--- src/rtl/data_frame_pkg.sv ---
`default_nettype none
// ---------------------------------------------------------------------------
// data_frame_pkg : shared types for the data_frame_marker framer
// Rev 1.0
// ---------------------------------------------------------------------------
package data_frame_pkg;

  typedef enum logic [1:0] {
    IDLE  = 2'd0,
    OPEN  = 2'd1,
    CLOSE = 2'd2
  } frame_state_e;

endpackage
`default_nettype wire

--- src/rtl/data_frame_marker_idle_timer.sv ---
`default_nettype none
// ---------------------------------------------------------------------------
// idle_timer : counts idle cycles, flags expiry on the limit-th idle cycle
// Rev 1.0
// ---------------------------------------------------------------------------
module idle_timer #(
  parameter int TSIZE = 16
) (
  input  logic             clock,
  input  logic             rst_n,
  input  logic             clear,
  input  logic             run,
  input  logic [TSIZE-1:0] limit,
  output logic             expire
);

  logic [TSIZE-1:0] count_q;
  logic [TSIZE-1:0] count_d;

  always_comb begin
    count_d = count_q;
    if (clear) begin
      count_d = '0;
    end else if (run && (count_q != {TSIZE{1'b1}})) begin
      count_d = count_q + TSIZE'(1);
    end
  end

  always_ff @(posedge clock or negedge rst_n) begin
    if (!rst_n) begin
      count_q <= '0;
    end else begin
      count_q <= count_d;
    end
  end

  // count_q holds idle cycles already elapsed, so this idle cycle is number count_q+1
  assign expire = run && (limit != '0) && (count_q == (limit - TSIZE'(1)));

endmodule
`default_nettype wire

--- src/rtl/data_frame_marker.sv ---
`default_nettype none
// ---------------------------------------------------------------------------
// data_frame_marker : adds last/mark flags to a raw beat stream for the AXIS bridge
// Rev 1.0
// ---------------------------------------------------------------------------
module data_frame_marker
  import data_frame_pkg::*;
#(
  parameter int DSIZE = 32,
  parameter int LSIZE = 24,
  parameter int TSIZE = 16
) (
  input  logic             clock,
  input  logic             rst_n,
  input  logic [LSIZE-1:0] frame_len,
  input  logic [TSIZE-1:0] idle_timeout,
  input  logic             flush,
  input  logic             in_valid,
  input  logic [DSIZE-1:0] in_data,
  output logic             in_ready,
  output logic             out_valid,
  output logic [DSIZE-1:0] out_data,
  output logic             out_last,
  output logic             out_mark,
  input  logic             out_ready,
  output logic             frame_open
);

  frame_state_e     state_q, state_d;
  logic [LSIZE-1:0] len_q, len_d;
  logic [LSIZE-1:0] beat_cnt_q, beat_cnt_d;
  logic             out_valid_q, out_valid_d;
  logic [DSIZE-1:0] out_data_q, out_data_d;
  logic             out_last_q, out_last_d;
  logic             out_mark_q, out_mark_d;
  logic             frame_open_q, frame_open_d;

  logic             out_free;
  logic             accept;
  logic             timer_clear;
  logic             timer_run;
  logic             timer_expire;
  logic [LSIZE-1:0] first_len;
  logic [LSIZE-1:0] next_cnt;
  logic             beat_last;

  assign out_free  = !out_valid_q || out_ready;
  assign in_ready  = (state_q != CLOSE) && out_free;
  assign accept    = in_valid && in_ready;
  assign first_len = (frame_len == '0) ? LSIZE'(1) : frame_len;
  assign next_cnt  = beat_cnt_q + LSIZE'(1);

  assign timer_run   = (state_q == OPEN) && !accept;
  assign timer_clear = (state_q != OPEN) || accept;

  idle_timer #(
    .TSIZE (TSIZE)
  ) u_idle_timer (
    .clock  (clock),
    .rst_n  (rst_n),
    .clear  (timer_clear),
    .run    (timer_run),
    .limit  (idle_timeout),
    .expire (timer_expire)
  );

  always_comb begin
    state_d      = state_q;
    len_d        = len_q;
    beat_cnt_d   = beat_cnt_q;
    out_valid_d  = out_valid_q;
    out_data_d   = out_data_q;
    out_last_d   = out_last_q;
    out_mark_d   = out_mark_q;
    frame_open_d = frame_open_q;
    beat_last    = 1'b0;

    // Retire the current beat first so a new load in the same cycle overrides it
    if (out_valid_q && out_ready) begin
      out_valid_d = 1'b0;
      if (out_last_q) begin
        frame_open_d = 1'b0;
      end
    end

    case (state_q)
      IDLE: begin
        if (accept) begin
          len_d      = first_len;
          beat_cnt_d = LSIZE'(1);
          beat_last  = (first_len == LSIZE'(1));
          state_d    = beat_last ? IDLE : OPEN;
        end
      end
      OPEN: begin
        if (accept) begin
          beat_cnt_d = next_cnt;
          beat_last  = (next_cnt == len_q) || flush;
          if (beat_last) begin
            state_d = IDLE;
          end
        end else if (flush || timer_expire) begin
          state_d = CLOSE;
        end
      end
      CLOSE: begin
        if (out_free) begin
          out_valid_d  = 1'b1;
          out_data_d   = '0;
          out_last_d   = 1'b1;
          out_mark_d   = 1'b1;
          frame_open_d = 1'b1;
          state_d      = IDLE;
        end
      end
      default: state_d = IDLE;
    endcase

    if (accept) begin
      out_valid_d  = 1'b1;
      out_data_d   = in_data;
      out_last_d   = beat_last;
      out_mark_d   = 1'b0;
      frame_open_d = 1'b1;
    end
  end

  always_ff @(posedge clock or negedge rst_n) begin
    if (!rst_n) begin
      state_q      <= IDLE;
      len_q        <= '0;
      beat_cnt_q   <= '0;
      out_valid_q  <= 1'b0;
      out_data_q   <= '0;
      out_last_q   <= 1'b0;
      out_mark_q   <= 1'b0;
      frame_open_q <= 1'b0;
    end else begin
      state_q      <= state_d;
      len_q        <= len_d;
      beat_cnt_q   <= beat_cnt_d;
      out_valid_q  <= out_valid_d;
      out_data_q   <= out_data_d;
      out_last_q   <= out_last_d;
      out_mark_q   <= out_mark_d;
      frame_open_q <= frame_open_d;
    end
  end

  assign out_valid  = out_valid_q;
  assign out_data   = out_data_q;
  assign out_last   = out_last_q;
  assign out_mark   = out_mark_q;
  assign frame_open = frame_open_q;

endmodule
`default_nettype wire

--- config.mk ---
export PLATFORM = sky130hd
export DESIGN_NAME = data_frame_marker
export DESIGN_NICKNAME = d
export VERILOG_FILES = /design/src/rtl/data_frame_pkg.sv /design/src/rtl/data_frame_marker_idle_timer.sv /design/src/rtl/data_frame_marker.sv
export SDC_FILE = /design/constraint.sdc
export NUM_CORES = 1
export LEC_CHECK = 0
export ABC_AREA = 0
export BUFFER_PORTS_ARGS = -buffer_cell sky130_fd_sc_hd__buf_2
export CORE_ASPECT_RATIO = 1.25
export CORE_MARGIN = 4
export CORE_UTILIZATION = 56
export CTS_CLUSTER_SIZE = 20
export DETAILED_ROUTE_END_ITERATION = 10
export GPL_TIMING_DRIVEN = 0
export HOLD_SLACK_MARGIN = 0.08
export PLACE_DENSITY = 0.91
export SYNTH_ARGS = -nofsm -noshare
export SYNTH_HDL_FRONTEND = slang
export SYNTH_HIERARCHICAL = 1
export SYNTH_SLANG_ARGS = --single-unit
--- constraint.sdc ---
create_clock -name clock -period 2.9 [get_ports clock]
set_clock_uncertainty 0.05 [all_clocks]
set_input_delay 0.58 -clock clock [delete_from_list [all_inputs] [get_ports clock]]
set_output_delay 0.58 -clock clock [all_outputs]
set_load 0.005 [all_outputs]
==> run summary <==
Dpl cell area: 0.00660 mm2
Final hold slack: 136 ps
First-pass DRT Iterations: 5
Max VDD drop: 547 uV
Die W: 99.3 um
Yosys warns: 6
Max-cap viol count: 0
Final hold vios: 0
Routability cong.: 0.929
PortBufs: 113
GR Util All Layers: 26.3%
HPWL reported at the end of detailed placement: 11,600 um
H-tree lvl count: 3
Initial DRC Count: 272
Vias per cell: 6.23
RSZ-0062 raised after global routing: yes
Mapped Area: 0.00584 mm2
Fin area: 0.00706 mm2
First-pass GRT wire length: 25,700 um
Async set or reset register ratio after synthesis: 100%
Synth Register Bits: 102
Tcrit/Tclk final: 98.6%
Critical Path RT: 3090 ps
Cell total after placement: 827
Initial antenna violation count: 0
# rows: 41
CTS tree: done
Largest net degree at the start of global routing: 69
I/O Pins: 114
Core box area: 0.0102 mm2
Clock sinks: 102
Clk pin slew, worst setup/hold paths: 70 ps
Met3 WL: 1070 um
Gr ovfl total: 0
Via count: 5,317
Leak: 0.00314 uW
Final wirelength: 15,700 um
Primary FF master, synth: dfrtp_1
Max Fclk: 350 MHz
Worst slew pin tran: 764 ps
Final Util: 69.5%
Layout cells sized above 1: 29.5%
Clock buffer count from CTS: 9
Antenna Nets Post-Route: 0
WL met2: 8050 um
Initial Util: 57.5%
Fin nets: 801
PnR Total Power: 4770 uW
Die area: 0.0121 mm2
Slew headroom: 48.9%
Gate Count Post-Synth: 584
Vert. Die Dim: 122 um
Netlist cell types: 66
Fin cells: 854
Wirelength per Cell: 18.4 um
Min Tclk post-route: 2860 ps
Post-synth EDFFs: 0
Hold crit path type: in2async
N_diodes: 0
Final-report setup violation count: 0
Clock root buffer: clkbuf_16
Drc violations: 0
Clk buf depth: 2
Crit path DAT: 3050 ps
Sequential area share after synthesis: 43.7%
Commonest non-fill, non-tap cell in the layout: buf_2
Area growth syn-to-layout: 20.9%
CP Capture Type: register
Critical path startpoint category: register
Most frequent cells in the layout: buf_2 (118), dfrtp_1 (99), xnor2_1 (42)
Max layer used: met4
Syn Area/Cell: 10.0 um2
Path type of the worst setup path: reg2reg
Worst-Skew Late Latency: 350 ps
Met1 wire length: 5790 um
Power Density: 676 mW/mm2
Vias in the first global route: 5,478
Status: finished, final reports clean
Crit Path Max Fanout: 8
Max-slew violations: 0
Syn_nets: 665
-- kinds of logic after synthesis --
group / after synthesis / share of synthesized area, %
simple gates: 206 / 21.4
compound gates: 138 / 16.2
flops: 102 / 43.7
xor+xnor: 68 / 10.2
buf+inv: 43 / 3.19
mux: 23 / 4.39
fa+ha+maj: 4 / 0.857
-- cell type report --
cell class                 instances  area (um2)
fill                             745        3100
multi-input combinational        439        3180
tap                              129         161
clock inverter                     7        57.6
inverter                           8        32.5
timing repair buffer             126         686
buffer                            34         155
clock buffer                       9         225
sequential                       102        2560
-- critical path, cell delays in order (launching register included) --
cell	delay, ps
dfrtp_2	460
ha_1	210
clkbuf_4	180
nand3_4	140
nor3_4	70
buf_4	150
and4_1	190
a2111oi_1	370
o2111ai_1	230
or4_1	500
o21a_1	210
-- registers in the layout, summed over array words and instances (netlist names), 2 cells and up --
signal                flops
state_q                   2
beat_cnt_q               24
len_q                    24
u_idle_timer/count_q     16
out_data                 32
-- stage by stage --
| stage | TNS (ps) | worst slack (ps) |
|---|---|---|
| 3_3_place_gp | -718 | -503 |
| 6_report | 0 | 40.6 |
| 2_1_floorplan | 0 | 145 |
| 5_1_grt | -78.6 | -78.6 |
| 4_1_cts | 0 | 5.47 |
| 3_5_place_dp | -888 | -554 |
-- synth_stat cells, drive strengths merged, types with 9 or more instances --
library cell,instances,area [um2]
buf,16,83.8
xnor2,43,377
a22o,39,342
nor4,14,139
nand2,41,156
and3,10,62.6
nor3,13,97.6
a31oi,9,56.3
mux2,21,236
o31ai,10,75.1
a21oi,20,104
xor2,25,219
nand3,24,125
and4,9,81.3
o21ai,36,180
nand4,18,164
clkbuf,19,72.6
dfrtp,102,2550
nor2,42,158
-- final timing paths --
path	startpoint	end	slack [ps]	cells past startpoint
max reg2reg	beat_cnt_q[0]$_DFFE_PN0P_	state_q[0]$_DFFE_PN0P_	40	10
max in group asynchronous	rst_n	state_q[1]$_DFFE_PN0P_	1970	2
min in group clock	in_data[5]	out_data[5]$_DFFE_PN0P_	400	2
min reg2reg	out_data[29]$_DFFE_PN0P_	out_data[29]$_DFFE_PN0P_	450	1
max	beat_cnt_q[0]$_DFFE_PN0P_	state_q[0]$_DFFE_PN0P_	40	10
min	rst_n	len_q[21]$_DFFE_PN0P_	140	1
-- timing repair --
item                       CTS  global route
resized for setup            9            16
pin swaps                    2             7
setup buffers                4             8
hold buffers                 0             0
setup endpoints to repair    3             2
-- metal layers --
| metal | track usage, % | vias to the layer above |
|---|---|---|
| met5 | 0 | - |
| met3 | 5.33 | 76 |
| met4 | 15.5 | 0 |
| met1 | 29.4 | 2560 |
| met2 | 46.2 | 254 |
| li1 | - | 2427 |
-- power breakdown --
part / internal (uW) / leakage, uW / total (uW) / switching (uW)
registers: 1760 / 0.00131 / 2040 / 279
clock network: 593 / 0.000129 / 1160 / 567
logic: 780 / 0.00171 / 1570 / 789
Note: power is estimated with default switching activity, not from simulation.
